**src/rtl/msfsm_sync_fsm.sv**
```systemverilog
// One-hot marked-place FSM that fires the lowest enabled synchronised transition.
// Optional stall detection is built only when MSFSM_STALL_DET_EN is defined.
module msfsm_sync_fsm #(
  parameter int                 NP         = 4,
  parameter int                 NT         = 4,
  parameter int                 NPART      = 2,
  parameter int                 PW         = 4,
  parameter logic [NT*PW-1:0]   PRE        = 16'h2110,
  parameter logic [NT*PW-1:0]   POST       = 16'h0321,
  parameter int                 INIT_PLACE = 0,
  parameter int                 CW         = 16,
  parameter int                 STALL_LIM  = 8
) (
  input  logic                  clk_i,
  input  logic                  reset_i,
  input  logic [NT-1:0]         t_req_i,
  input  logic [NT*NPART-1:0]   partner_rdy_i,
  output logic [NT-1:0]         t_local_en_o,
  output logic [NP-1:0]         place_o,
  output logic [NT-1:0]         t_fire_o,
  output logic                  conflict_o,
  output logic [CW-1:0]         fire_cnt_o,
  output logic                  stall_o
);

  localparam logic [NP-1:0] InitOh = {{(NP-1){1'b0}}, 1'b1} << INIT_PLACE;

  logic [NT-1:0][NP-1:0] preMask;
  logic [NT-1:0][NP-1:0] postMask;
  logic [NT-1:0]         partnerAll;
  logic [NT-1:0]         postOk;
  logic [NT-1:0]         enabled;
  logic [NT-1:0]         fireVec;
  logic                  anyFire;
  logic                  multiEn;

  logic [NP-1:0] place_q, place_d;
  logic [NT-1:0] tFire_q, tFire_d;
  logic          conflict_q, conflict_d;
  logic [CW-1:0] fireCnt_q, fireCnt_d;

  // Index tables become constant one-hot masks; an out-of-range index yields an empty mask.
  for (genvar gi = 0; gi < NT; gi++) begin : g_trans
    for (genvar gp = 0; gp < NP; gp++) begin : g_place
      assign preMask[gi][gp]  = (PRE[gi*PW +: PW]  == PW'(gp));
      assign postMask[gi][gp] = (POST[gi*PW +: PW] == PW'(gp));
    end
    assign partnerAll[gi]   = &partner_rdy_i[gi*NPART +: NPART];
    assign postOk[gi]       = |postMask[gi];
    assign t_local_en_o[gi] = |(place_q & preMask[gi]);
  end

  assign enabled = t_req_i & t_local_en_o & partnerAll & postOk & {NT{~|tFire_q}};
  assign fireVec = enabled & (~enabled + NT'(1));
  assign anyFire = |enabled;
  assign multiEn = |(enabled & (enabled - NT'(1)));

  always_comb begin
    place_d    = place_q;
    tFire_d    = fireVec;
    conflict_d = multiEn;
    fireCnt_d  = fireCnt_q;
    if (anyFire) begin
      fireCnt_d = fireCnt_q + CW'(1);
      for (int i = 0; i < NT; i++) begin
        if (fireVec[i]) place_d = postMask[i];
      end
    end
  end

  always_ff @(posedge clk_i or posedge reset_i) begin
    if (reset_i) begin
      place_q    <= InitOh;
      tFire_q    <= '0;
      conflict_q <= 1'b0;
      fireCnt_q  <= '0;
    end else begin
      place_q    <= place_d;
      tFire_q    <= tFire_d;
      conflict_q <= conflict_d;
      fireCnt_q  <= fireCnt_d;
    end
  end

  assign place_o    = place_q;
  assign t_fire_o   = tFire_q;
  assign conflict_o = conflict_q;
  assign fire_cnt_o = fireCnt_q;

`ifdef MSFSM_STALL_DET_EN
  localparam int SW = $clog2(STALL_LIM + 1);

  logic [SW-1:0] stallCnt_q, stallCnt_d;
  logic          stall_q, stall_d;
  logic          stallCond;

  // A locally ready, requested transition held back only by a partner counts as stalled.
  assign stallCond = |(t_req_i & t_local_en_o & ~partnerAll);

  always_comb begin
    stallCnt_d = stallCnt_q;
    stall_d    = stall_q;
    if (anyFire) begin
      stallCnt_d = '0;
      stall_d    = 1'b0;
    end else if (stallCond && (stallCnt_q != SW'(STALL_LIM))) begin
      stallCnt_d = stallCnt_q + SW'(1);
      if (stallCnt_d == SW'(STALL_LIM)) stall_d = 1'b1;
    end
  end

  always_ff @(posedge clk_i or posedge reset_i) begin
    if (reset_i) begin
      stallCnt_q <= '0;
      stall_q    <= 1'b0;
    end else begin
      stallCnt_q <= stallCnt_d;
      stall_q    <= stall_d;
    end
  end

  assign stall_o = stall_q;
`else
  assign stall_o = 1'b0;
`endif

endmodule

```
**config.mk**
```make
export PLATFORM = sky130hd
export DESIGN_NAME = msfsm_sync_fsm
export DESIGN_NICKNAME = d
export VERILOG_FILES = /design/src/rtl/msfsm_sync_fsm.sv
export SDC_FILE = /design/constraint.sdc
export NUM_CORES = 1
export LEC_CHECK = 0
export BUFFER_PORTS_ARGS = -buffer_cell sky130_fd_sc_hd__clkbuf_2
export CAP_MARGIN = 30
export CORE_ASPECT_RATIO = 1.75
export CORE_UTILIZATION = 48
export DETAILED_ROUTE_END_ITERATION = 8
export PLACE_DENSITY = 0.79
export SETUP_SLACK_MARGIN = 0.4
export SLEW_MARGIN = 10
export SYNTH_ARGS = -nofsm -noshare
export SYNTH_HDL_FRONTEND = slang
export SYNTH_SLANG_ARGS = --single-unit
```
**constraint.sdc**
```tcl
create_clock -name clk_i -period 2.3 [get_ports clk_i]
set_clock_uncertainty 0.05 [all_clocks]
set_input_delay 0.46 -clock clk_i [delete_from_list [all_inputs] [get_ports clk_i]]
set_output_delay 0.46 -clock clk_i [all_outputs]
set_load 0.1 [all_outputs]
```
* Yosys cells after proc, flatten, opt, wreduce, memory -nomap -nowiden *
Cells that the tools add are included.

word-level totals
  bits of input ports = 14
  bits in registers = 25
  word-level logic and storage cells = 27
  output and inout bits = 30

operators by class
  $add $sub $neg = 3
  bitwise operators = 6
  reductions and logical operators = 10
  mux-type cells = 4

operators with widths
  cell                                               number
  AND 4 bit                                          5
  adder 16 x 1 -> 16 bit (second input constant)     1
  2-to-1 mux 4 bit                                   4
  OR reduction 4 bit                                 3
  AND reduction 2 bit                                5
  adder 4 x 1 -> 4 bit (second input constant)       1
  inverter 4 bit                                     1
  nonzero test 4 bit                                 1
  subtractor 4 x 1 -> 4 bit (second input constant)  1
  zero test 1 bit                                    1

* Depth between registers and ports, before layout *
  depth in word-level cells = 10
  gate-level depth with buffers = 5

* Least setup slack after synthesis *
No wires, ideal clock.

  path kind = register to register
  from = register place_q[2] (netlist: place_o[2])
  to = register fireCnt_q[11] (netlist: fire_cnt_o[11])
  data required time = 2.087 ns
  setup slack = -0.092 ns
  arrival time = 2.178 ns
  period minus slack after synthesis = 2.392 ns
  cell stages (with the launch flop) = 6
  path through = dfrtp_1 nand4_1 and4_1 buf_4 nor4b_2 xor2_1

between the ends
  longest elaborated chain between the ends = 4

RTL lines
  what                    RTL line  text
  from (decl)             37        logic [NP-1:0] place_q, place_d;
  from (signal assigned)  73        place_q <= InitOh;
  from (signal assigned)  78        place_q <= place_d;
  AND 4 bit (3 in a row)  53        assign enabled = t_req_i & t_local_en_o & partnerAll & postOk & {NT{~|tFire_q}};
  OR reduction 4 bit      55        assign anyFire = |enabled;
  to (signal assigned)    81        fireCnt_q <= fireCnt_d;
  to (decl)               40        logic [CW-1:0] fireCnt_q, fireCnt_d;

No other way between the ends.
A chain may end at the register's enable or synchronous reset.

* Worst setup path in the final report *
  from = register tFire_q[2] (netlist: t_fire_o[2])
  to = register fireCnt_q[1] (netlist: fire_cnt_o[1])

between the ends
  longest elaborated chain between the ends = 4

RTL lines
  what                    RTL line  text
  from (decl)             38        logic [NT-1:0] tFire_q, tFire_d;
  from (signal assigned)  79        tFire_q <= tFire_d;
  OR reduction 4 bit      53
  zero test 1 bit         53
  AND 4 bit               53
  OR reduction 4 bit      55

No other way between the ends.

==> summary.md <==
| Metric | Value |
|---|---|
| RSZ-0062 raised after global routing | `true` |
| Rel. slew slack | `a little under two thirds` |
| Mapped Area | `around 1200 um2` |
| PD cells | `roughly 460 nW/um2` |
| CTS tree | `built` |
| Worst EP required | `2410 ps` |
| XOR/XNOR Fraction of Synth Area | `approximately a tenth` |
| Max-slew violations | `0` |
| Final worst setup slack | `roughly 430 ps` |
| Area Growth Syn to Fin | `27.1%` |
| Run status | `finished, final reports clean` |
| DP Wirelength | `2.02 mm` |
| Port Buffers | `42` |
| Initial antenna violation count | `0` |
| Place WS | `about 310 ps` |
| CTS Buf Count | `3` |
| Max cap viols | `0` |
| Initial DRC count | `18` |
| Total GRT Usage | `about 23%` |
| Vias | `around 970` |
| Die Height | `just under 70 um` |
| Clock-pin transition on the worst setup and hold timing paths | `around 80 ps` |
| Synth Net Count | `120` |
| HP Class | `input port to asynchronous set/reset pin` |
| Share of layout cells above drive strength 1 | `around half` |
| Final net count | `~170` |
| Synth Instances | `about 110` |
| CP Max Fanout | `6` |
| Core area | `between 2000 and 2500 um2` |
| Global-route wire length before repair | `around 4.4 mm` |
| Tightest Pin Transition | `between 500 and 600 ps` |
| CP Class | `flop to flop` |
| Final GP Congestion | `approximately 0.81` |
| Register area share after synthesis | `around half` |
| Placed cell count | `170` |
| Synthesis-stage register bit count | `25` |
| IO Pins | `44` |
| Leak pwr | `slightly below 0.0009 uW` |
| Number of global-route vias before repair | `985` |
| Yosys warns | `0` |
| Htree depth | `1` |
| Fmax achieved | `around 540 MHz` |
| Min cycle time layout | `roughly 1900 ps` |
| CTS sink cnt | `25` |
| Synth cell types | `29` |
| CP arrival | `between 1500 and 2000 ps` |
| TNS Setup | `0 ps` |
| Setup crit start kind | `flop` |
| Longest Clk Path Bufs | `2` |
| Post-synthesis area per instance | `between 10 and 15 um2` |
| Clock latency on the worst-skew pair | `around 270 ps` |
| Antenna-violating nets left | `0` |
| Simple-gate share of the synthesized area | `between 20 and 30%` |
| Root Driver | `clkbuf_8` |
| Slowest CP cell | `or4_4` |
| Overflow after GRT | `0` |
| Nature of the critical path endpoint | `flop` |
| FP Rows | `24` |
| Pin count of the biggest net entering global routing | `15` |
| Routed WL | `approximately 2.6 mm` |
| Hold Vio Cnt, Final | `0` |
| Die width | `roughly 40 um` |
| 1st-pass router iterations | `4` |
| Complex-gate fraction of the synthesized area | `about 5.5%` |
| Largest family of logic cells by synthesized area | `simple AND/OR/NAND/NOR gates` |
| Crit path cell chain | `or4_4 -> a41oi_4 -> mux2_4` |
| Finished Core Util | `between 60% and 70%` |
| Final period util | `around four fifths` |
| Starting density of the core | `50.1%` |
| Layout Cells excl Fill | `around 180` |
| Die area | `2780 um2` |
| Drt drc | `0` |
| VDD IR max | `~0.00034 V` |
| Vias per cell | `roughly 5.6` |
| Synth Area in Adders | `under 10%` |
| Setup violations, final | `0` |
| Mux contribution to synthesized area | `less than 1%` |
| Critical Path Max Stage Delay | `570 ps` |
| Drt wl/cell | `around 15 um` |
| ANT cells | `0` |
## per-stage QoR
stage	hold slack, ps	area (um2)	power (uW)
after floorplan	436	1290	463
after global placement	387	1500	478
after detailed placement	404	1500	479
after CTS	108	1560	738
after global routing	117	1570	749
final	94.9	1570	725
## critical path: cells and delay by family (launching register included)
family / cells / cell delay (ps)
AND/OR/NAND/NOR: 1 / 570
AO/OA/AOI/OAI: 1 / 320
flip-flops: 1 / 490
multiplexers: 1 / 330
## Yosys cell counts
cell	count	area share, %
a21oi_1	1	0.41
buf_6	1	0.91
dfrtp_1	24	49
or4_4	1	0.91
ha_1	1	1.0
mux2_1	1	0.91
buf_4	6	3.7
nand4_1	5	2.5
inv_1	1	0.30
nor3_1	6	2.4
nor4b_2	1	1.2
nand2_1	10	3.0
a21o_1	3	1.8
xnor2_1	4	2.8
nand4_4	1	1.7
and4_1	3	2.1
nand3_1	8	3.2
a41oi_4	1	2.2
and3_1	1	0.51
nand2b_1	1	0.51
nor3b_1	1	0.61
dfstp_2	1	2.1
o21ai_0	1	0.41
conb_1	1	0.30
xor2_1	11	7.8
o21a_1	1	0.61
nand4_2	1	1.0
nor2_1	3	0.91
nor4_2	5	5.1
## routing by layer
layer | track usage [%] | vias to the layer above | part of all wire, %
li1 | - | 457 | -
met1 | 25.9 | 480 | 36
met2 | 40.0 | 31 | 58
met3 | 2.89 | 4 | 4.0
met4 | 10.0 | 0 | 2.0
met5 | 0 | - | 0
## placed cells by master (no fill, tap or decap), drive strengths merged
cell type and n:
a21o 3, a21oi 1, a41oi 1, and3 1
and4 3, buf 5, clkbuf 45, clkinv 1
conb 1, dfrtp 24, dfstp 1, ha 1
inv 1, mux2 1, nand2 10, nand2b 1
nand3 8, nand4 7, nor2 3, nor3 6
nor3b 1, nor4 5, nor4b 1, o21a 1
o21ai 1, or4 1, xnor2 4, xor2 11
## repair_timing
| action | in CTS | in global routing |
|---|---|---|
| setup buffers | 1 | 0 |
| endpoints found under the setup margin | 1 | 13 |
| pin swaps | 1 | 3 |
| hold buffers | 0 | 0 |
| resized for setup | 0 | 3 |
## cell families (layout without fill, tap and decap cells)
family,after synthesis,in the layout
AND/OR/NAND/NOR,47,47
adder cells (fa/ha/maj),1,1
AO/OA/AOI/OAI,7,7
XOR/XNOR,15,15
flip-flops,25,25
multiplexers,1,1
buffers and inverters,8,52
other,1,1
## cell type report
cell class	count	area [um2]
flip-flops and latches	25	649
inverters	1	3.75
multi-input cells	72	587
fillers	215	896
clock buffers	3	41.3
repair buffers	47	248
clock inverters	1	5.00
well taps	26	32.5
## state kept, by name, summed over array words and instances, names as in the netlist
signal      flops
place_o         4
conflict_o      1
fire_cnt_o     16
t_fire_o        4
## report_power, final
group | leakage (uW) | internal, uW | total (uW) | switching [uW]
clock network | 0.0000255 | 121 | 255 | 134
registers | 0.000328 | 439 | 439 | 0
logic | 0.000517 | 10.1 | 30.7 | 20.6
total | 0.000871 | 570 | 725 | 155
## worst paths after layout
path	from	endpoint	slack, ps	depth (start not counted)
worst max-delay path	t_fire_o[2]	fire_cnt_o[1]	430	3
worst min-delay path	reset_i	fire_cnt_o[11]	90	2
worst max register to register	t_fire_o[2]	fire_cnt_o[1]	430	3
worst min register to register	place_o[3]	place_o[3]	440	1
max in group asynchronous	reset_i	fire_cnt_o[0]	1620	3
min in group clk_i	place_o[3]	place_o[3]	440	1
Power figures use the tool's default switching activity.
